`src/rtl/biquad_mac_seq.sv`:
```
// biquad_mac_seq
//   Time-shares one external MAC across NSEC cascaded direct-form-I biquad
//   sections. Every accepted sample runs through each section:
//   CLR(1) MAC(5) DRAIN(1) WB(1). The last WB registers the output sample
//   and returns to IDLE, so the output pulse coincides with ready again.
//
// Ports
//   ic_clk, ic_rst_n          clock, async active-low reset
//   id_din/ic_din_valid       input sample + valid
//   oc_din_ready              high in IDLE only
//   ic_clr_state              zero all section history (IDLE only)
//   od_dout/oc_dout_valid     filtered sample, one-cycle valid pulse
//   oc_busy                   state != IDLE
//   oc_mac_rst/ce/add         MAC control, one cycle ahead of its operand
//   od_mac_din/oc_coef_addr   MAC data operand / coefficient ROM address
//   id_mac_acc                MAC accumulator readback
module biquad_mac_seq #(
  parameter int Win  = 24,
  parameter int Wc   = 27,
  parameter int Wacc = 64,
  parameter int NSEC = 4,
  parameter int FRAC = 25,
  parameter int CAW  = $clog2(NSEC*5)
) (
  input  logic            ic_clk,
  input  logic            ic_rst_n,
  input  logic [Win-1:0]  id_din,
  input  logic            ic_din_valid,
  output logic            oc_din_ready,
  input  logic            ic_clr_state,
  output logic [Win-1:0]  od_dout,
  output logic            oc_dout_valid,
  output logic            oc_busy,
  output logic            oc_mac_rst,
  output logic            oc_mac_ce,
  output logic            oc_mac_add,
  output logic [Win-1:0]  od_mac_din,
  output logic [CAW-1:0]  oc_coef_addr,
  input  logic [Wacc-1:0] id_mac_acc
);

  localparam int SW = (NSEC > 1) ? $clog2(NSEC) : 1;

  // Coefficient x data product must fit the accumulator.
  if (NSEC < 1 || NSEC > 16 || Wc + Win > Wacc) begin : g_param_chk
    $error("biquad_mac_seq: unsupported parameter set");
  end

  typedef enum logic [2:0] {S_IDLE, S_CLR, S_MAC, S_DRAIN, S_WB} state_t;

  state_t              r_state, w_next;
  logic [2:0]          r_term;        // MAC cycle index 0..4
  logic [SW-1:0]       r_sec;
  logic signed [Win-1:0] r_x;         // input of the section being computed
  logic signed [Win-1:0] r_x1 [NSEC];
  logic signed [Win-1:0] r_x2 [NSEC];
  logic signed [Win-1:0] r_y1 [NSEC];
  logic signed [Win-1:0] r_y2 [NSEC];
  logic signed [Win-1:0] r_dout;
  logic                  r_dout_valid;

  logic                  w_last_sec;
  logic                  w_op_act;
  logic [2:0]            w_op_term;
  logic signed [Win-1:0] w_op;
  logic signed [Wacc-1:0] w_shift;
  logic signed [Win-1:0]  w_y;

  localparam logic signed [Wacc-1:0] SAT_MAX = {{(Wacc-Win+1){1'b0}}, {(Win-1){1'b1}}};
  localparam logic signed [Wacc-1:0] SAT_MIN = {{(Wacc-Win+1){1'b1}}, {(Win-1){1'b0}}};

  assign w_last_sec   = (r_sec == SW'(NSEC-1));
  assign oc_din_ready = (r_state == S_IDLE);
  assign oc_busy      = (r_state != S_IDLE);
  assign od_dout      = r_dout;
  assign oc_dout_valid = r_dout_valid;

  // Quantize: arithmetic shift then clamp to the sample range.
  assign w_shift = $signed(id_mac_acc) >>> FRAC;
  assign w_y = (w_shift > SAT_MAX) ? SAT_MAX[Win-1:0] :
               (w_shift < SAT_MIN) ? SAT_MIN[Win-1:0] : w_shift[Win-1:0];

  // ---------------- FSM ----------------
  always_ff @(posedge ic_clk or negedge ic_rst_n) begin
    if (!ic_rst_n) r_state <= S_IDLE;
    else           r_state <= w_next;
  end

  always_comb begin
    w_next = r_state;
    case (r_state)
      S_IDLE:  if (ic_din_valid) w_next = S_CLR;
      S_CLR:   w_next = S_MAC;
      S_MAC:   if (r_term == 3'd4) w_next = S_DRAIN;
      S_DRAIN: w_next = S_WB;
      S_WB:    w_next = w_last_sec ? S_IDLE : S_CLR;
      default: w_next = S_IDLE;
    endcase
  end

  // MAC control is issued in MAC cycle t; operand/address for term t follow
  // one cycle later (MAC cycles 1..4, then DRAIN carries term 4).
  always_comb begin
    oc_mac_rst = 1'b0;
    oc_mac_ce  = 1'b0;
    oc_mac_add = 1'b1;
    w_op_act   = 1'b0;
    w_op_term  = 3'd0;
    case (r_state)
      S_CLR: oc_mac_rst = 1'b1;
      S_MAC: begin
        oc_mac_ce  = 1'b1;
        oc_mac_add = (r_term < 3'd3);
        if (r_term != 3'd0) begin
          w_op_act  = 1'b1;
          w_op_term = r_term - 3'd1;
        end
      end
      S_DRAIN: begin
        w_op_act  = 1'b1;
        w_op_term = 3'd4;
      end
      default: ;
    endcase
    // Hold the MAC cleared while the sequencer itself is in reset.
    if (!ic_rst_n) oc_mac_rst = 1'b1;
  end

  always_comb begin
    case (w_op_term)
      3'd0:    w_op = r_x;
      3'd1:    w_op = r_x1[r_sec];
      3'd2:    w_op = r_x2[r_sec];
      3'd3:    w_op = r_y1[r_sec];
      default: w_op = r_y2[r_sec];
    endcase
    od_mac_din   = '0;
    oc_coef_addr = '0;
    if (w_op_act) begin
      od_mac_din   = w_op;
      oc_coef_addr = CAW'(r_sec) * CAW'(5) + CAW'(w_op_term);
    end
  end

  // ---------------- datapath ----------------
  always_ff @(posedge ic_clk or negedge ic_rst_n) begin
    if (!ic_rst_n) begin
      r_term       <= '0;
      r_sec        <= '0;
      r_x          <= '0;
      r_dout       <= '0;
      r_dout_valid <= 1'b0;
      for (int i = 0; i < NSEC; i++) begin
        r_x1[i] <= '0;
        r_x2[i] <= '0;
        r_y1[i] <= '0;
        r_y2[i] <= '0;
      end
    end else begin
      r_dout_valid <= 1'b0;
      case (r_state)
        S_IDLE: begin
          // Clearing happens on the accept edge too, so a coincident sample
          // starts from zero history.
          if (ic_clr_state) begin
            for (int i = 0; i < NSEC; i++) begin
              r_x1[i] <= '0;
              r_x2[i] <= '0;
              r_y1[i] <= '0;
              r_y2[i] <= '0;
            end
          end
          if (ic_din_valid) begin
            r_x   <= $signed(id_din);
            r_sec <= '0;
          end
        end
        S_CLR: r_term <= '0;
        S_MAC: r_term <= (r_term == 3'd4) ? 3'd0 : r_term + 3'd1;
        S_WB: begin
          r_x2[r_sec] <= r_x1[r_sec];
          r_x1[r_sec] <= r_x;
          r_y2[r_sec] <= r_y1[r_sec];
          r_y1[r_sec] <= w_y;
          r_x         <= w_y;
          if (w_last_sec) begin
            r_dout       <= w_y;
            r_dout_valid <= 1'b1;
            r_sec        <= '0;
          end else begin
            r_sec <= r_sec + SW'(1);
          end
        end
        default: ;
      endcase
    end
  end

endmodule

```
`config.mk`:
```
export PLATFORM = sky130hd
export DESIGN_NAME = biquad_mac_seq
export DESIGN_NICKNAME = d
export VERILOG_FILES = /design/src/rtl/biquad_mac_seq.sv
export SDC_FILE = /design/constraint.sdc
export NUM_CORES = 1
export LEC_CHECK = 0
export BUFFER_PORTS_ARGS = -buffer_cell sky130_fd_sc_hd__buf_4
export CAP_MARGIN = 10
export CORE_MARGIN = 8
export CORE_UTILIZATION = 45
export DETAILED_ROUTE_END_ITERATION = 10
export SETUP_SLACK_MARGIN = 0.05
export SYNTH_ARGS = -nofsm -noshare
export SYNTH_HDL_FRONTEND = slang
export SYNTH_SLANG_ARGS = --single-unit
```
`constraint.sdc`:
```
create_clock -name ic_clk -period 4.8 [get_ports ic_clk]
set_input_delay 0.96 -clock ic_clk [delete_from_list [all_inputs] [get_ports ic_clk]]
set_output_delay 0.96 -clock ic_clk [all_outputs]
set_load 0.05 [all_outputs]
```
==> metrics.csv <==
stage,metric,value,unit
sta,final setup vio count,0,
clock_tree,depth of the CTS H-tree,2,
yosys,Netlist cell types,51,
floorplan,number of placement rows,76,
yosys,Yosys reg bits,441,
detailed_routing,DRT Wirelength,56940,um
grt,total track usage,22.63,%
critical_path,R2R depth,7,
clock_tree,CTS Hold Bufs,0,
detailed_routing,Via-to-Cell Ratio,6.549,
sta,final worst-path cycle share,94.51,%
grt,grt ovf,0,
min_path,HP Class,in -> async,
detailed_routing,Vias,13670,
job,Max-cap violations,0,
floorplan,I/O pins,151,
clock_tree,Clock Path Buffers,3,
final_layout,antenna cells,0,
pwr,Power Density,549.7,nW/um^2
yosys,"Seq/Total Area, Yosys",56.67,%
floorplan,die width,224.0,um
yosys,"EDFF count, synth",0,
clock_tree,Clock Sinks,441,
sta,setup_tns,0,ns
grt,antenna violations before repair,0,
yosys,Synth warnings,0,
sta,RSZ-0062 raised after global routing,false,
sta,Worst slew margin,22.84,%
sta,clk_skew,0.01374,ns
yosys,post-synthesis cell area,19470,um^2
clock_tree,CTS tree,built,
sta,Max Slew Vio Count,0,
yosys,Syn Area/Cell,13.83,um^2
detailed_routing,"antenna viol nets, final",0,
sta,fmax,0.2204,GHz
placed_design,DP Wirelength,31750,um
final_layout,area grow syn2layout,15.64,%
critical_path,FF-to-FF End,r_x2[29]$_DFFE_PN0P_,
detailed_routing,First-pass DRT Iterations,5,
placed_design,I/O Buffers,125,
detailed_routing,DRC,0,
final_layout,ratio of cells with drive above 1 in the final layout,23.55,%
sta,final worst path period need,4.536,ns
critical_path,type of origin of the critical path,flop,
clock_tree,Skew-Pair Late Insertion Delay,0.56,ns
critical_path,Crit. End Element,output port,
yosys,Syn Nets,1513,
yosys,cell taking the most area after synthesis,dfrtp_1,
critical_path,WP data required,3.84,ns
critical_path,crit path max fanout,10,
critical_path,R2R Setup Slk,1.49,ns
final_layout,fill cell count,3629,
final_layout,area occupied by multi-input gates,7702,um^2
critical_path,R2R Path Start,r_sec[0]$_DFFE_PN0P_,
final_layout,Reg area,11040,um^2
floorplan,Initial Utilization,45.41,%
critical_path,Critical Path AT,3.58,ns
pwr,P_leak,10.05,nW
pwr,Peak VDD IR,0.3777,mV
clock_tree,CTS root buf,clkbuf_16,
yosys,Synth top area share,56.67,%
floorplan,Core ar.,42890,um^2
yosys,Post-synth top flop,dfrtp_1,
grt,first-pass GRT wire length,89380,um
clock_tree,CTS buffer count,46,
critical_path,crit path kind,reg -> out,
sta,Slew @ Worst Pin,1.155,ns
floorplan,die area,50190,um^2
yosys,leading post-synthesis cells by cell area,"dfrtp_1 (57%), a22o_1 (13%), mux4_2 (11%)",
final_layout,fin nets,1574,
status,status,"complete, no violations",
floorplan,die height,224.0,um
detailed_routing,Initial DRC Count,1280,
clock_tree,clock slew at reported path FFs,0.06,ns
critical_path,crit path from,r_term[0]$_DFFE_PN0P_,
grt,vias in the first global route,14470,
pwr,Tot Pwr,12.38,mW
placed_design,Placer Congestion,0.7872,
yosys,cells after synthesis,1408,
sta,Fin. Hold Viols,0,
grt,largest net degree at the start of global routing,169,
yosys,share of flip-flops with an asynchronous set or reset,100.0,%
detailed_routing,WL per Instance,27.27,um
cell families after synthesis:
family | count (synthesis) | synth area share [%]
AOI/OAI and AO/OA | 552 | 23.25
DFF | 441 | 56.67
buffers and inverters | 156 | 4.061
and+or+nand+nor | 145 | 3.804
muxes | 98 | 11.21
adders and majority gates | 13 | 0.8738
xor gates and xnor gates | 3 | 0.1350
sequential cells by signal (all words and copies together), names as in the netlist:
| name | flops |
|---|---|
| oc_dout_valid | 1 |
| r_x2 | 96 |
| r_sec | 2 |
| r_y2 | 96 |
| r_x1 | 96 |
| r_term | 3 |
| r_y1 | 96 |
| r_x | 24 |
| od_dout | 24 |
| r_state | 3 |
cells in the mapped netlist, types with 2 or more instances:
cell type	n
a21oi_1	8
a31oi_1	25
buf_2	59
a32oi_1	24
o221ai_1	23
a211oi_1	2
nor4_1	3
nor2_2	4
mux4_2	96
inv_2	2
clkbuf_1	64
xor2_1	2
mux2i_1	2
buf_4	7
ha_1	12
o22ai_1	2
dfrtp_1	441
nand2_1	57
nor2_1	30
nand4_1	3
a22o_1	294
buf_6	14
nor2b_1	3
o2bb2ai_1	92
inv_1	9
o21ai_0	49
a22oi_1	25
and2_1	8
nand2b_1	25
nor3_4	2
what timing repair did:
action | 4_1_cts | 5_1_grt
setup buffers | 0 | 0
setup endpoints to repair | 1 | 1
gates resized for setup | 1 | 1
report_power, final:
| group | internal [mW] | switching, mW | leakage (nW) |
|---|---|---|---|
| clock network | 2.40 | 1.49 | 0.818 |
| registers | 4.11 | 0.563 | 5.98 |
| logic | 1.24 | 2.58 | 3.25 |
| total | 7.74 | 4.64 | 10.0 |
per-layer routing:
metal  global-route usage (%)  share of wire (%)  vias to the layer above  wire length, um
li1                         -                  -                     5695                -
met2                    35.19                 47                      519            26500
met1                    32.58                 45                     7372            25650
met3                    4.172                6.6                       88             3754
met5                        0                  0                        -                0
met4                    5.799                1.8                        0             1041
how the worst max path moves through the flow:
stage	end	slack, ns	cells after the start
5_1_grt	oc_coef_addr[3]	0.11	10
4_1_cts	oc_coef_addr[3]	0.14	10
3_5_place_dp	oc_coef_addr[3]	0.66	10
2_1_floorplan	oc_coef_addr[4]	0.74	13
6_report	oc_coef_addr[3]	0.26	10
3_3_place_gp	oc_coef_addr[3]	0.65	10
critical path, stage by stage, from the launching register on:
cell	delay, ns
dfrtp_1	0.52
inv_1	0.22
ha_2	0.36
mux2i_2	0.44
nor2_1	0.08
ha_1	0.29
ha_1	0.22
fa_1	0.38
xor2_1	0.16
and2_1	0.15
buf_4	0.18
layout make-up:
type / count / area share, %
inverters: 11 / 0.1834
well taps: 585 / 3.250
clock inverters: 15 / 1.122
clock buffers: 67 / 6.234
repair buffers: 158 / 5.967
multi-input cells: 811 / 34.20
flip-flops and latches: 441 / 49.04
per-stage QoR:
stage / utilization, % / hold WS, ns / area, um^2 / worst slack [ns] / instances
after floorplan: - / 0.4509 / 19470 / 0.7441 / 1408
after global placement: 48.63 / 0.4663 / 20860 / 0.6526 / 2006
after detailed placement: 48.63 / 0.4692 / 20860 / 0.6568 / 2006
after CTS: 52.50 / 0.3383 / 22520 / 0.1410 / 2088
after global routing: 52.51 / 0.3493 / 22520 / 0.1112 / 2088
final: 52.51 / 0.3349 / 22520 / 0.2635 / 2088
placed cells by master (no fill, tap or decap), drive strengths merged, types with 3 or more instances in the layout:
master,count
ha,12
buf,158
o221ai,23
nand2,58
clkbuf,67
o21ai,50
a22oi,25
a22o,294
a211oi,3
nand2b,25
a31oi,25
o2bb2ai,92
a32oi,24
nor2b,3
and2,8
inv,11
nor2,34
mux4,96
clkinv,7
bufinv,7
nand4,3
dfrtp,441
a21oi,8
nor4,4
nor3,3
Note: power is estimated with default switching activity, not from simulation.
